File: src/rtl/palette_processor_pkg.sv
// -----------------------------------------------------------------------------
// palette_processor_pkg
// Shared project constants for the palette processor:
//   - register-bus address map (entry index, nibble write, nibble read)
//   - write-FSM state encodings
//   - power-up colour table (red, green, blue, white repeating by index)
// -----------------------------------------------------------------------------
package palette_processor_pkg;

   // Register-bus address map.
   localparam logic [3:0] BUS_ADDR_IDX = 4'hA;
   localparam logic [3:0] BUS_ADDR_WR  = 4'hB;
   localparam logic [3:0] BUS_ADDR_RD  = 4'hC;

   // Write FSM encodings.
   typedef logic [1:0] wr_state_t;
   localparam wr_state_t ST_IDLE    = 2'd0;
   localparam wr_state_t ST_COLLECT = 2'd1;
   localparam wr_state_t ST_COMMIT  = 2'd2;

   // Power-up colour of palette slot idx (24-bit RGB; callers resize).
   function automatic logic [23:0] default_color(input int unsigned idx);
      logic [23:0] c;
      case (idx % 4)
         0:       c = 24'hFF0000;
         1:       c = 24'h00FF00;
         2:       c = 24'h0000FF;
         default: c = 24'hFFFFFF;
      endcase
      return c;
   endfunction

endpackage

File: src/rtl/palette_processor_nibble_shift_reg.sv
// -----------------------------------------------------------------------------
// nibble_shift_reg
// Shadow register assembled one nibble at a time, MSB nibble first. The
// pointer starts at the MSB nibble, steps down on each load and wraps back
// to the MSB after nibble 0, so the next entry can start immediately.
// Ports:
//   clk     in   system clock
//   rst     in   synchronous active-high reset (shadow=0, pointer=MSB)
//   clear   in   discard partial shadow, pointer back to MSB
//   load    in   store nibble at the pointer and advance
//   nibble  in   4-bit data to store
//   shadow  out  assembled COLOR_W-bit value
//   last    out  pointer is at nibble 0 (the next load completes the word)
// -----------------------------------------------------------------------------
module nibble_shift_reg #(
   parameter int COLOR_W = 24
) (
   input  logic               clk,
   input  logic               rst,
   input  logic               clear,
   input  logic               load,
   input  logic [3:0]         nibble,
   output logic [COLOR_W-1:0] shadow,
   output logic               last
);

   localparam int NIB_N = COLOR_W / 4;
   localparam int PTR_W = (NIB_N > 1) ? $clog2(NIB_N) : 1;
   localparam logic [PTR_W-1:0] PTR_MSB = PTR_W'(NIB_N - 1);

   logic [PTR_W-1:0] ptr;

   assign last = (ptr == '0);

   // NOTE: sequential state uses non-blocking assignments so every flop
   // samples the pre-edge values regardless of statement order.
   always_ff @(posedge clk) begin
      if (rst || clear) begin
         shadow <= '0;
         ptr    <= PTR_MSB;
      end else if (load) begin
         shadow[{ptr, 2'b00} +: 4] <= nibble;
         ptr <= last ? PTR_MSB : ptr - 1'b1;
      end
   end

endmodule

File: src/rtl/palette_processor.sv
// -----------------------------------------------------------------------------
// palette_processor
// Colour palette of NUM_COLORS entries, loaded and read a nibble at a time
// over a 4-bit register bus, and rotatable one slot per color_next pulse.
// Ports:
//   clk             in   system clock (rising edge)
//   rst             in   synchronous active-high reset
//   address         in   4-bit bus address, qualified by valid
//   data            in   4-bit bus write nibble, qualified by valid
//   valid           in   one-cycle transaction strobe
//   ack             out  one-cycle acknowledge, cycle after an accepted valid
//   data_out        out  read nibble, zero unless data_out_valid
//   data_out_valid  out  qualifier for data_out (same cycle as ack)
//   color_next      in   one-cycle pulse: rotate the palette
//   rot_dir         in   0 = entries move toward lower index, 1 = higher
//   rgb_flat        out  entry i on bits [i*COLOR_W +: COLOR_W]
//   busy            out  commit in progress or rotate deferred
// -----------------------------------------------------------------------------
module palette_processor
   import palette_processor_pkg::*;
#(
   parameter int         NUM_COLORS = 4,
   parameter int         COLOR_W    = 24,
   parameter logic [3:0] ADDR_IDX   = BUS_ADDR_IDX,
   parameter logic [3:0] ADDR_WR    = BUS_ADDR_WR,
   parameter logic [3:0] ADDR_RD    = BUS_ADDR_RD
) (
   input  logic                          clk,
   input  logic                          rst,
   input  logic [3:0]                    address,
   input  logic [3:0]                    data,
   input  logic                          valid,
   output logic                          ack,
   output logic [3:0]                    data_out,
   output logic                          data_out_valid,
   input  logic                          color_next,
   input  logic                          rot_dir,
   output logic [NUM_COLORS*COLOR_W-1:0] rgb_flat,
   output logic                          busy
);

   localparam int NIB_N = COLOR_W / 4;
   localparam int PTR_W = (NIB_N > 1) ? $clog2(NIB_N) : 1;
   localparam int IDX_W = $clog2(NUM_COLORS);
   localparam logic [PTR_W-1:0] PTR_MSB = PTR_W'(NIB_N - 1);

   logic               is_idx, is_wr, is_rd;
   wr_state_t          state;
   logic [IDX_W-1:0]   index;
   logic [PTR_W-1:0]   rd_ptr;
   logic [COLOR_W-1:0] shadow;
   logic [COLOR_W-1:0] rd_word;
   logic               wr_last;
   logic               commit;
   logic               do_rot;
   logic               rot_dir_eff;
   logic               rot_pending;
   logic               rot_dir_q;
   logic [COLOR_W-1:0] entries [NUM_COLORS];

   // Bus decode: any other address is silently ignored.
   assign is_idx = valid && (address == ADDR_IDX);
   assign is_wr  = valid && (address == ADDR_WR);
   assign is_rd  = valid && (address == ADDR_RD);

   assign commit      = (state == ST_COMMIT);
   // A commit owns the entry array for its cycle; a coincident rotate waits
   // one cycle, and while one is waiting further pulses are dropped.
   assign do_rot      = !commit && (rot_pending || color_next);
   assign rot_dir_eff = rot_pending ? rot_dir_q : rot_dir;
   assign busy        = commit || rot_pending;
   assign rd_word     = entries[index];

   nibble_shift_reg #(.COLOR_W(COLOR_W)) u_shift (
      .clk    (clk),
      .rst    (rst),
      .clear  (is_idx),
      .load   (is_wr),
      .nibble (data),
      .shadow (shadow),
      .last   (wr_last)
   );

   // Write FSM. A new first nibble may arrive in the COMMIT cycle: the copy
   // reads the old shadow while the new nibble lands at the MSB.
   always_ff @(posedge clk) begin
      if (rst) begin
         state <= ST_IDLE;
      end else if (is_idx) begin
         state <= ST_IDLE;
      end else if (is_wr) begin
         state <= wr_last ? ST_COMMIT : ST_COLLECT;
      end else if (commit) begin
         state <= ST_IDLE;
      end
   end

   // Index, read pointer and bus responses.
   always_ff @(posedge clk) begin
      if (rst) begin
         index          <= '0;
         rd_ptr         <= PTR_MSB;
         ack            <= 1'b0;
         data_out       <= 4'h0;
         data_out_valid <= 1'b0;
      end else begin
         ack            <= is_idx || is_wr || is_rd;
         data_out_valid <= is_rd;
         data_out       <= is_rd ? rd_word[{rd_ptr, 2'b00} +: 4] : 4'h0;
         if (is_idx) begin
            index  <= IDX_W'(32'(data) % 32'(NUM_COLORS));
            rd_ptr <= PTR_MSB;
         end else if (is_rd) begin
            rd_ptr <= (rd_ptr == '0) ? PTR_MSB : rd_ptr - 1'b1;
         end
      end
   end

   // Deferred rotate: only a commit can force a deferral, and a commit is
   // never followed directly by another commit, so one pending slot suffices.
   always_ff @(posedge clk) begin
      if (rst) begin
         rot_pending <= 1'b0;
         rot_dir_q   <= 1'b0;
      end else begin
         rot_pending <= commit && color_next;
         if (commit && color_next) begin
            rot_dir_q <= rot_dir;
         end
      end
   end

   // Palette entries.
   // NOTE: this array is reset explicitly because the power-up palette is
   // visible behaviour; it is therefore built from flops, not a RAM macro.
   always_ff @(posedge clk) begin
      if (rst) begin
         for (int i = 0; i < NUM_COLORS; i++) begin
            entries[i] <= COLOR_W'(default_color(i));
         end
      end else if (commit) begin
         entries[index] <= shadow;
      end else if (do_rot) begin
         for (int i = 0; i < NUM_COLORS; i++) begin
            entries[i] <= rot_dir_eff ? entries[(i + NUM_COLORS - 1) % NUM_COLORS]
                                      : entries[(i + 1) % NUM_COLORS];
         end
      end
   end

   // NOTE: combinational blocks assign a default first so no path can
   // leave an output unassigned and infer a latch.
   always_comb begin
      rgb_flat = '0;
      for (int i = 0; i < NUM_COLORS; i++) begin
         rgb_flat[i*COLOR_W +: COLOR_W] = entries[i];
      end
   end

endmodule

File: config.mk
export PLATFORM = sky130hd
export DESIGN_NAME = palette_processor
export DESIGN_NICKNAME = d
export VERILOG_FILES = /design/src/rtl/palette_processor_pkg.sv /design/src/rtl/palette_processor_nibble_shift_reg.sv /design/src/rtl/palette_processor.sv
export SDC_FILE = /design/constraint.sdc
export NUM_CORES = 1
export LEC_CHECK = 0
export CAP_MARGIN = 20
export CORE_MARGIN = 2
export CORE_UTILIZATION = 55
export DETAILED_ROUTE_END_ITERATION = 12
export PLACE_DENSITY_LB_ADDON = 0.08
export SYNTH_ARGS = -nofsm -noshare
export SYNTH_HDL_FRONTEND = slang
export SYNTH_HIERARCHICAL = 1
export SYNTH_SLANG_ARGS = --single-unit
File: constraint.sdc
create_clock -name clk -period 2.24 [get_ports clk]
set_input_delay 0.448 -clock clk [delete_from_list [all_inputs] [get_ports clk]]
set_output_delay 0.448 -clock clk [all_outputs]
set_load 0.1 [all_outputs]
==> results of run 1 <==
cells in the mapped netlist, drive strengths merged, types with 2 or more instances:
| cell | count | area share |
|---|---|---|
| o21ai | 55 | 0.036 |
| o211ai | 2 | 0.0020 |
| clkbuf | 26 | 0.013 |
| nor3b | 4 | 0.0046 |
| edfxtp | 96 | 0.38 |
| and3 | 2 | 0.0016 |
| inv | 6 | 0.0029 |
| buf | 22 | 0.021 |
| mux2i | 75 | 0.098 |
| nand3 | 11 | 0.0072 |
| nor3 | 4 | 0.0026 |
| nor2b | 3 | 0.0025 |
| and4b | 2 | 0.0026 |
| dfxtp | 44 | 0.12 |
| nand4b | 2 | 0.0023 |
| nand4 | 4 | 0.0033 |
| a21oi | 8 | 0.0052 |
| nand3b | 3 | 0.0029 |
| and4bb | 2 | 0.0033 |
| mux2 | 9 | 0.013 |
| ha | 9 | 0.015 |
| nand2b | 4 | 0.0033 |
| a31oi | 49 | 0.040 |
| or2 | 2 | 0.0016 |
| mux4 | 24 | 0.081 |
| a22oi | 8 | 0.0079 |
| nor2 | 61 | 0.030 |
| nand2 | 186 | 0.094 |
sequential cells by signal (all words and copies together) (netlist names), named ones only:
register	count
data_out	4
data_out_valid	1
rot_dir_q	1
index	2
u_shift/ptr	3
rd_ptr	3
state	2
entries	96
u_shift/shadow	24
rot_pending	1
ack	1
power by group through the flow:
stage	logic (mW)	registers, mW	clock network [mW]
detailed placement	1.55	3.10	0
global placement	1.53	3.08	0
global route	1.61	3.06	2.68
CTS	1.55	3.04	2.58
floorplan	0.350	3.89	0
finish	1.56	3.05	2.58
kinds of logic after synthesis:
group / count (synthesis) / synth area share
buffers and inverters: 54 / 0.0367
adders and majority gates: 9 / 0.0147
DFF: 140 / 0.493
muxes: 108 / 0.192
and+or+nand+nor: 294 / 0.168
AOI/OAI and AO/OA: 126 / 0.0960
final cells by class:
class / instances / area [um^2]
fill: 1018 / 4210
sequential: 140 / 3760
multi-input combinational: 537 / 3610
timing repair buffer: 151 / 1360
clock buffer: 22 / 454
tap: 180 / 225
clock inverter: 10 / 76.3
inverter: 6 / 22.5
cell usage in the layout, fill, tap and decap left out, types with 2 or more instances in the layout:
cell / count
sky130_fd_sc_hd__nand2_1: 183
sky130_fd_sc_hd__buf_4: 123
sky130_fd_sc_hd__edfxtp_1: 96
sky130_fd_sc_hd__mux2i_1: 74
sky130_fd_sc_hd__nor2_1: 59
sky130_fd_sc_hd__o21ai_1: 50
sky130_fd_sc_hd__a31oi_1: 49
sky130_fd_sc_hd__dfxtp_1: 44
sky130_fd_sc_hd__mux4_1: 20
sky130_fd_sc_hd__clkbuf_16: 17
sky130_fd_sc_hd__buf_12: 16
sky130_fd_sc_hd__clkdlybuf4s50_1: 12
sky130_fd_sc_hd__nand3_1: 11
sky130_fd_sc_hd__mux2_2: 9
sky130_fd_sc_hd__ha_1: 9
sky130_fd_sc_hd__a21oi_1: 8
sky130_fd_sc_hd__a22oi_1: 8
sky130_fd_sc_hd__inv_1: 6
sky130_fd_sc_hd__o21ai_0: 5
sky130_fd_sc_hd__nand2b_1: 4
sky130_fd_sc_hd__nor3_1: 4
sky130_fd_sc_hd__mux4_2: 4
sky130_fd_sc_hd__clkbuf_1: 4
sky130_fd_sc_hd__clkinv_2: 4
sky130_fd_sc_hd__nand4_1: 4
sky130_fd_sc_hd__nor3b_1: 3
sky130_fd_sc_hd__nand3b_1: 3
sky130_fd_sc_hd__nor2b_1: 3
sky130_fd_sc_hd__clkinv_1: 3
sky130_fd_sc_hd__nand2_4: 3
sky130_fd_sc_hd__nand4b_1: 2
sky130_fd_sc_hd__nor2_2: 2
sky130_fd_sc_hd__and4b_1: 2
sky130_fd_sc_hd__and3_1: 2
sky130_fd_sc_hd__o211ai_1: 2
sky130_fd_sc_hd__clkinvlp_4: 2
sky130_fd_sc_hd__and4bb_2: 2
routing by layer:
metal,part of all wire,GRT usage
met5,0,0
met4,0.033,0.144
met3,0.089,0.0646
met2,0.47,0.501
met1,0.41,0.419
worst min-delay path, delay by kind of cell (launching register included):
family           cells  cell delay (ns)
and+or+nand+nor      1             0.07
muxes                1             0.06
DFF                  1             0.35
stage by stage:
step                std cells  utilization
finish                   1046        0.693
detailed placement       1014        0.655
global placement         1014        0.655
global route             1046        0.693
CTS                      1046        0.693
floorplan                 731            -
final timing paths:
| path | from | endpoint | cells after the start |
|---|---|---|---|
| worst min register to register | u_shift/shadow[6] | u_shift/shadow[6] | 2 |
| worst min-delay path | u_shift/shadow[6] | u_shift/shadow[6] | 2 |
| worst max register to register | register | data_out[2] | 5 |
| worst max-delay path | register | data_out[2] | 5 |
==> results summary, run 1 <==
The flow ran to the end, and the final reports show no timing, DRC or antenna violations. The number of flip-flops and latches in the synthesized netlist is between 100 and 150. Of the total power, combinational logic draws 0.217.

After detailed routing, the number of vias per cell comes to approximately 6.3. The power share of the clock group is 0.360. The total global routing track utilization came out at 0.316. The completed layout was analyzed and its total power is between 7 and 8 mW.

The post-place setup slack came out at between 0.01 and 0.015 ns. The worst setup path is launched from a register. The root buffer cell chosen for the clock tree is sky130_fd_sc_hd__clkbuf_16.

The final hold violation count came out at 0. The number of instances resized during post-cts repair is 0. Across all hold checks on the routed design, the worst slack comes to roughly 0.53 ns. The largest stage delay on the critical path is between 0.6 and 0.7 ns. The die outline area is around 15000 um^2. The highest fanout seen on the critical path came out at 10. The clock net in this run drives a total of 140 sinks. Cell internal power was estimated by the tool at about 4.8 mW. The final layout contains routed wiring with a total length of between 20 and 25 mm. Across all register-to-register paths, the minimum setup slack is between 0.2 and 0.25 ns. After clock tree synthesis, the flow added hold-fix buffers numbering 0. The routed length per instance is between 20 and 25 um. The final-report setup violation count is 0. The effective utilization at floorplan came out at 0.557. The cell class contributing the biggest share of worst-path delay is multiplexers. The max capacitance violation total is 0. The maximum number of pins on one net before global-route repair is between 40 and 50. The violation count after the first detailed-routing iteration came out at 980. The placeable core area is 13700 um^2. The number of antenna violations at the first check in global routing came to 0.

In this run the vertical extent of the chip is 122 um. The part of the power in registers came out at 0.424. The pre-antenna-repair detailed-routing pass consisted of 6 iterations.

The CTS tree is built. The number of global-route vias before repair is 6480. The worst setup path is captured at a register. Setup repair after global routing left no endpoint under its margin. For the worst-skew pair, the clock arrives at the later sink with an insertion delay of 0.43 ns.

The remaining routing DRC violations is 0. Synthesis produced a netlist with a net count of ~750. The net switching component of the power came out at 2.37 mW. The post-synthesis average cell area came out at roughly 10 um^2.

Clock tree synthesis inserted a total of 17 buffers. The peak supply drop came out at approximately 0.49 mV. The antenna diode instance count came out at 0. Yosys mapped a number of flops with a built-in enable equal to 96.

The data arrival time of the critical path came out at around 2.3 ns. Relative to the synthesized area, the layout overhead comes to 24.6%. The share of synthesized flip-flops with an asynchronous set or reset is 0. The number of placed I/O pins is between 100 and 150. The number of distinct library cells after synthesis is 47. The path class of the tightest hold or removal check is reg -> reg. Counting I/O delays and the setup requirement, the final critical path takes between 2 and 2.5 ns. Input and output buffers added on the ports amount to roughly 120. The final worst setup slack is 0.213 ns.

The half-perimeter wire length of the detailed placement result is about 16 mm. The clock transition at the registers of the reported paths came out at ~0.06 ns. The worst endpoint required time came out at 2.54 ns. After routing, the total negative slack on setup checks comes to 0 ns. The switching share of power is 0.330. Among all flip-flop cells after synthesis, the most frequent one is sky130_fd_sc_hd__edfxtp_1. The transition time at the pin with the least slew margin came out at approximately 0.6 ns. The post-synthesis cell area came out at ~7600 um^2. The fraction of layout instances using a drive strength above 1 came out at 0.218.

By startpoint and endpoint, the worst setup path is classified as reg -> reg. The final weighted congestion in routability-driven placement came out at 0.871. The timing-limited maximum frequency came out at 493 MHz.

The first global-routing pass estimated between 30 and 40 mm of wire. The leakage power came out at between 3 and 4 nW. The total placed instance area came out at about 9000 um^2. The width of the chip is roughly 120 um. The critical path goes through buf_4 > mux4_1 > mux2_2 > a22oi_1 > a21oi_1. The relative max-transition margin came out at 0.587. The slowest stage of the critical path belongs to the cell sky130_fd_sc_hd__mux4_1.

The area of all placed cells without fillers came out at around 9500 um^2. The number of H-tree levels is 4. For this run the aggregate overflow at the end of global routing stands at 0. Counting both buffers and inverters, the worst setup path holds a total of 1. The number of post-CTS setup repair buffers is 0. The power per cell area came out at roughly 760 nW/um^2. The count of pins over their slew limit is 0.

In the final design database the tool counted 875 nets. The remaining antenna violation count came out at 0. The clock tree skew after final layout came out at 0.0113 ns. The final period utilization is 0.905.

Counting along the longest clock path gives a buffer depth of 2. The instance count of the mapped netlist is 731. The Yosys warning count is 6. The cell row count is 43. The overall via count from detail_route came out at between 6000 and 7000. The portion of the post-synthesis area used by sequential elements is 0.493.
(Power assumes the default switching activity.)
==> run 2, diff against run 1 <==
--- a/config.mk
+++ b/config.mk
@@ -5,11 +5,13 @@
 export SDC_FILE = /design/constraint.sdc
 export NUM_CORES = 1
 export LEC_CHECK = 0
+export ABC_CLOCK_PERIOD_IN_PS = 1660
 export CAP_MARGIN = 20
 export CORE_MARGIN = 2
-export CORE_UTILIZATION = 55
+export CORE_UTILIZATION = 49
 export DETAILED_ROUTE_END_ITERATION = 12
 export PLACE_DENSITY_LB_ADDON = 0.08
+export SLEW_MARGIN = 20
 export SYNTH_ARGS = -nofsm -noshare
 export SYNTH_HDL_FRONTEND = slang
 export SYNTH_HIERARCHICAL = 1
==> constraint.sdc (replaced) <==
create_clock -name clk -period 1.66 [get_ports clk]
set_input_delay 0.332 -clock clk [delete_from_list [all_inputs] [get_ports clk]]
set_output_delay 0.332 -clock clk [all_outputs]
set_load 0.1 [all_outputs]
==> results summary, run 2 (same netlist as run 1, synthesis figures left out) <==
The worst hold path endpoint is ack (was u_shift/shadow[6]). The remaining antenna violation count is 0 (unchanged). The fraction of layout instances using a drive strength above 1 came out at 0.377 (was 0.218). The count of clock tree sinks is 140 (unchanged). The number of H-tree levels came out at 4 (unchanged). The routed length per instance is 23.4 um (was 22.3 um).

The part of the power in registers is 0.368 (was 0.424). The clock transition at the registers of the reported paths is 0.06 ns (about the same). The count of pins over their slew limit is 0 (unchanged).

Top flop regs: entries x96, u_shift/shadow x24, data_out x4 (unchanged). The transition time at the pin with the least slew margin is 0.713 ns (was 0.618 ns). The total negative setup slack is -0.487 ns (was 0 ns). The post-place setup slack is -0.425 ns (was 0.0142 ns).

The power per cell area was 898 nW/um^2 (was 755 nW/um^2). The combinational share of power is 0.280 (was 0.217). The peak supply drop is 0.739 mV (was 0.490 mV).

The final worst setup slack is -0.141 ns (was 0.213 ns). The final-stage net count came out at 1014 (was 875). The final hold violation count is 0 (unchanged). The count of cells along the worst hold path is 4 (was 2). The number of flip-flops under the largest register name came to 96 (unchanged). The cell row count was 45 (was 43).

The core occupancy in the finished layout came out at 0.800 (was 0.693). The number of cells in the finished layout apart from fillers is 1193 (was 1046). The area added between synthesis and finish is 59.2% (was 24.6%). Run status: finished with violations (was finished clean).

The remaining routing DRC violations is 0 (unchanged). The register-to-register setup slack is -0.14 ns (was 0.21 ns). The timing-limited maximum frequency is 555 MHz (was 493 MHz). The clock tree skew after final layout came out at 0.00593 ns (was 0.0113 ns). The most frequent standard cell in the layout excluding fill and tap cells was sky130_fd_sc_hd__nand2_1 (unchanged). The largest stage delay on the critical path came out at 0.55 ns (was 0.61 ns).

The routed via count divided by cell count is 6.30 (was 6.34). The data arrival time of the critical path is 2.10 ns (was 2.32 ns). The endpoint of the worst register-to-register path is data_out[2] (unchanged). The final reports fail on negative setup slack. The total overflow reported by the global router is 0 (unchanged). The maximum count of clock buffers along a single path is 2 (unchanged). The power share of the clock group is 0.353 (was 0.360). The wire length after detailed routing was 28.0 mm (was 23.3 mm). The effective utilization at floorplan came to 0.502 (was 0.557). The final-report setup violation count is 4 (was 0).

The endpoint type of the worst setup path is a register (unchanged). The count of cells along the worst register-to-register path came to 5 (unchanged). The width of the chip is 129 um (was 122 um). The minimum clock period after layout is 1.80 ns (was 2.03 ns). The antenna diode instance count is 0 (unchanged). The power consumption came out at 10.9 mW (was 7.19 mW). The relative max-transition margin is 0.521 (was 0.587).

The switching share of power came out at 0.322 (was 0.330). The number of buffers inserted by port buffering came out at 115 (unchanged). The max capacitance violation total came out at 0 (unchanged). The cell class contributing the biggest share of worst-path delay is multiplexers (unchanged). The number of placed I/O pins is 116 (unchanged).

The half-perimeter wire length of the detailed placement result is 18.8 mm (was 16.0 mm). The placeable core area came to 15200 um^2 (was 13700 um^2). The highest fanout seen on the critical path is 8 (was 10).

The number of cells in the design after placement was 1155 (was 1014). The area of all placed cells without fillers is 12200 um^2 (was 9510 um^2). The register containing the most flip-flops in the final layout is entries (unchanged). The total stage count of the critical path is 5 (unchanged). The worst hold slack after final layout is 0.413 ns (was 0.529 ns). The number of antenna violations at the first check in global routing is 0 (unchanged). Setup repair after global routing missed its margin: yes (was no). The launch instance of the worst min-delay path is valid (was u_shift/shadow[6]).

The length of the first detailed-routing pass in iterations is 6 (unchanged). The count of hold buffers inserted by post-cts repair came out at 0 (unchanged). The final period utilization came out at 1.09 (was 0.905). The final weighted congestion in routability-driven placement was 0.906 (was 0.871). The overall die height is 129 um (was 122 um). The master of the slowest instance on the critical path is sky130_fd_sc_hd__mux4_2 (was sky130_fd_sc_hd__mux4_1). The total placed instance area was 11300 um^2 (was 8980 um^2). Critical path cell sequence: buf_12 > mux4_2 > mux2_4 > a22oi_2 > a21oi_1 (was buf_4 > mux4_1 > mux2_2 > a22oi_1 > a21oi_1). The total global routing track utilization came out at 0.340 (was 0.316).

The later-pin clock latency in the skew report is 0.42 ns (was 0.43 ns). The worst hold-check path type is in -> reg (was reg -> reg). The kind of critical path is reg -> reg (unchanged).

The cell at the root of the clock tree is sky130_fd_sc_hd__clkbuf_16 (unchanged). The CTS tree is built (unchanged). The internal power summed over all cells came out at 7.41 mW (was 4.81 mW).

The nature of the critical path startpoint is a register (unchanged). The worst endpoint required time was 1.96 ns (was 2.54 ns). The number of CTS-inserted buffers is 17 (unchanged). The violation count after the first detailed-routing iteration is 1020 (was 980). The overall via count from detail_route is 7521 (was 6632).

The die outline area is 16600 um^2 (was 14800 um^2). The first-pass GRT wire length came to 42.5 mm (was 35.3 mm). The leakage power came out at 5.24 nW (was 3.97 nW).

The net switching component of the power was 3.52 mW (was 2.37 mW). The maximum number of pins on one net before global-route repair came to 39 (was 43). The worst path buffer plus inverter count came out at 1 (unchanged). Most frequent cells in the layout: sky130_fd_sc_hd__nand2_1, sky130_fd_sc_hd__buf_4, sky130_fd_sc_hd__buf_12, sky130_fd_sc_hd__edfxtp_1, sky130_fd_sc_hd__mux2i_1 (was sky130_fd_sc_hd__nand2_1, sky130_fd_sc_hd__buf_4, sky130_fd_sc_hd__edfxtp_1, sky130_fd_sc_hd__mux2i_1, sky130_fd_sc_hd__nor2_1). The number of global-route vias before repair came out at 7668 (was 6480).
[run 2: cell count changes in the layout (fill, tap and decap cells not counted), sizes merged, moves of 3 or more]
cell	previous run	this run
buf	139	276
clkdlybuf4s50	12	8
dlymetal6s2s	0	4
clkbuf	22	25
clkinv	7	4
inv	6	9
[run 2: worst max-delay path by stage]
| stage | endpoint | slack [ns] |
|---|---|---|
| 3_5_place_dp | u_shift/shadow[2] | -0.42 |
| 5_1_grt | data_out[2] | -0.18 |
| 2_1_floorplan | data_out[0] | -0.31 |
| 6_report | data_out[2] | -0.14 |
| 4_1_cts | data_out[2] | -0.11 |
| 3_3_place_gp | entries[0][14] | -0.38 |
[run 2: layout make-up]
type	count	area, um^2
fill	910	3040
sequential	140	3770
inverter	6	22.5
clock inverter	8	46.3
multi-input combinational	537	3710
tap	188	235
timing repair buffer	290	3820
clock buffer	24	556
[run 2: power groups by stage]
stage	clock [mW]	sequential [mW]	combinational [mW]
4_1_cts	3.85	4.01	3.01
2_1_floorplan	0	5.24	0.478
6_report	3.85	4.02	3.05
5_1_grt	3.99	4.03	3.14
3_3_place_gp	0	4.06	2.93
3_5_place_dp	0	4.08	2.97
[run 2: layer usage]
layer	track usage	up-vias	share of wire	wire length (um)
met5	0	-	0	0
met4	0.153	0	0.035	991
li1	-	3205	-	-
met1	0.425	3606	0.36	10000
met2	0.557	604	0.50	13900
met3	0.0915	106	0.11	3100
[run 2: repair_timing]
action,in CTS,in global routing
setup endpoints to repair,63,103
cloned,2,1
gates resized for setup,23,23
pin swaps,0,3
setup buffers,2,1
[run 2: worst min-delay path, stage by stage]
cell and delay, ns:
sky130_fd_sc_hd__dlymetal6s2s_1 0.14, sky130_fd_sc_hd__nand4b_1 0.13, sky130_fd_sc_hd__buf_4 0.12, sky130_fd_sc_hd__a21oi_1 0.06
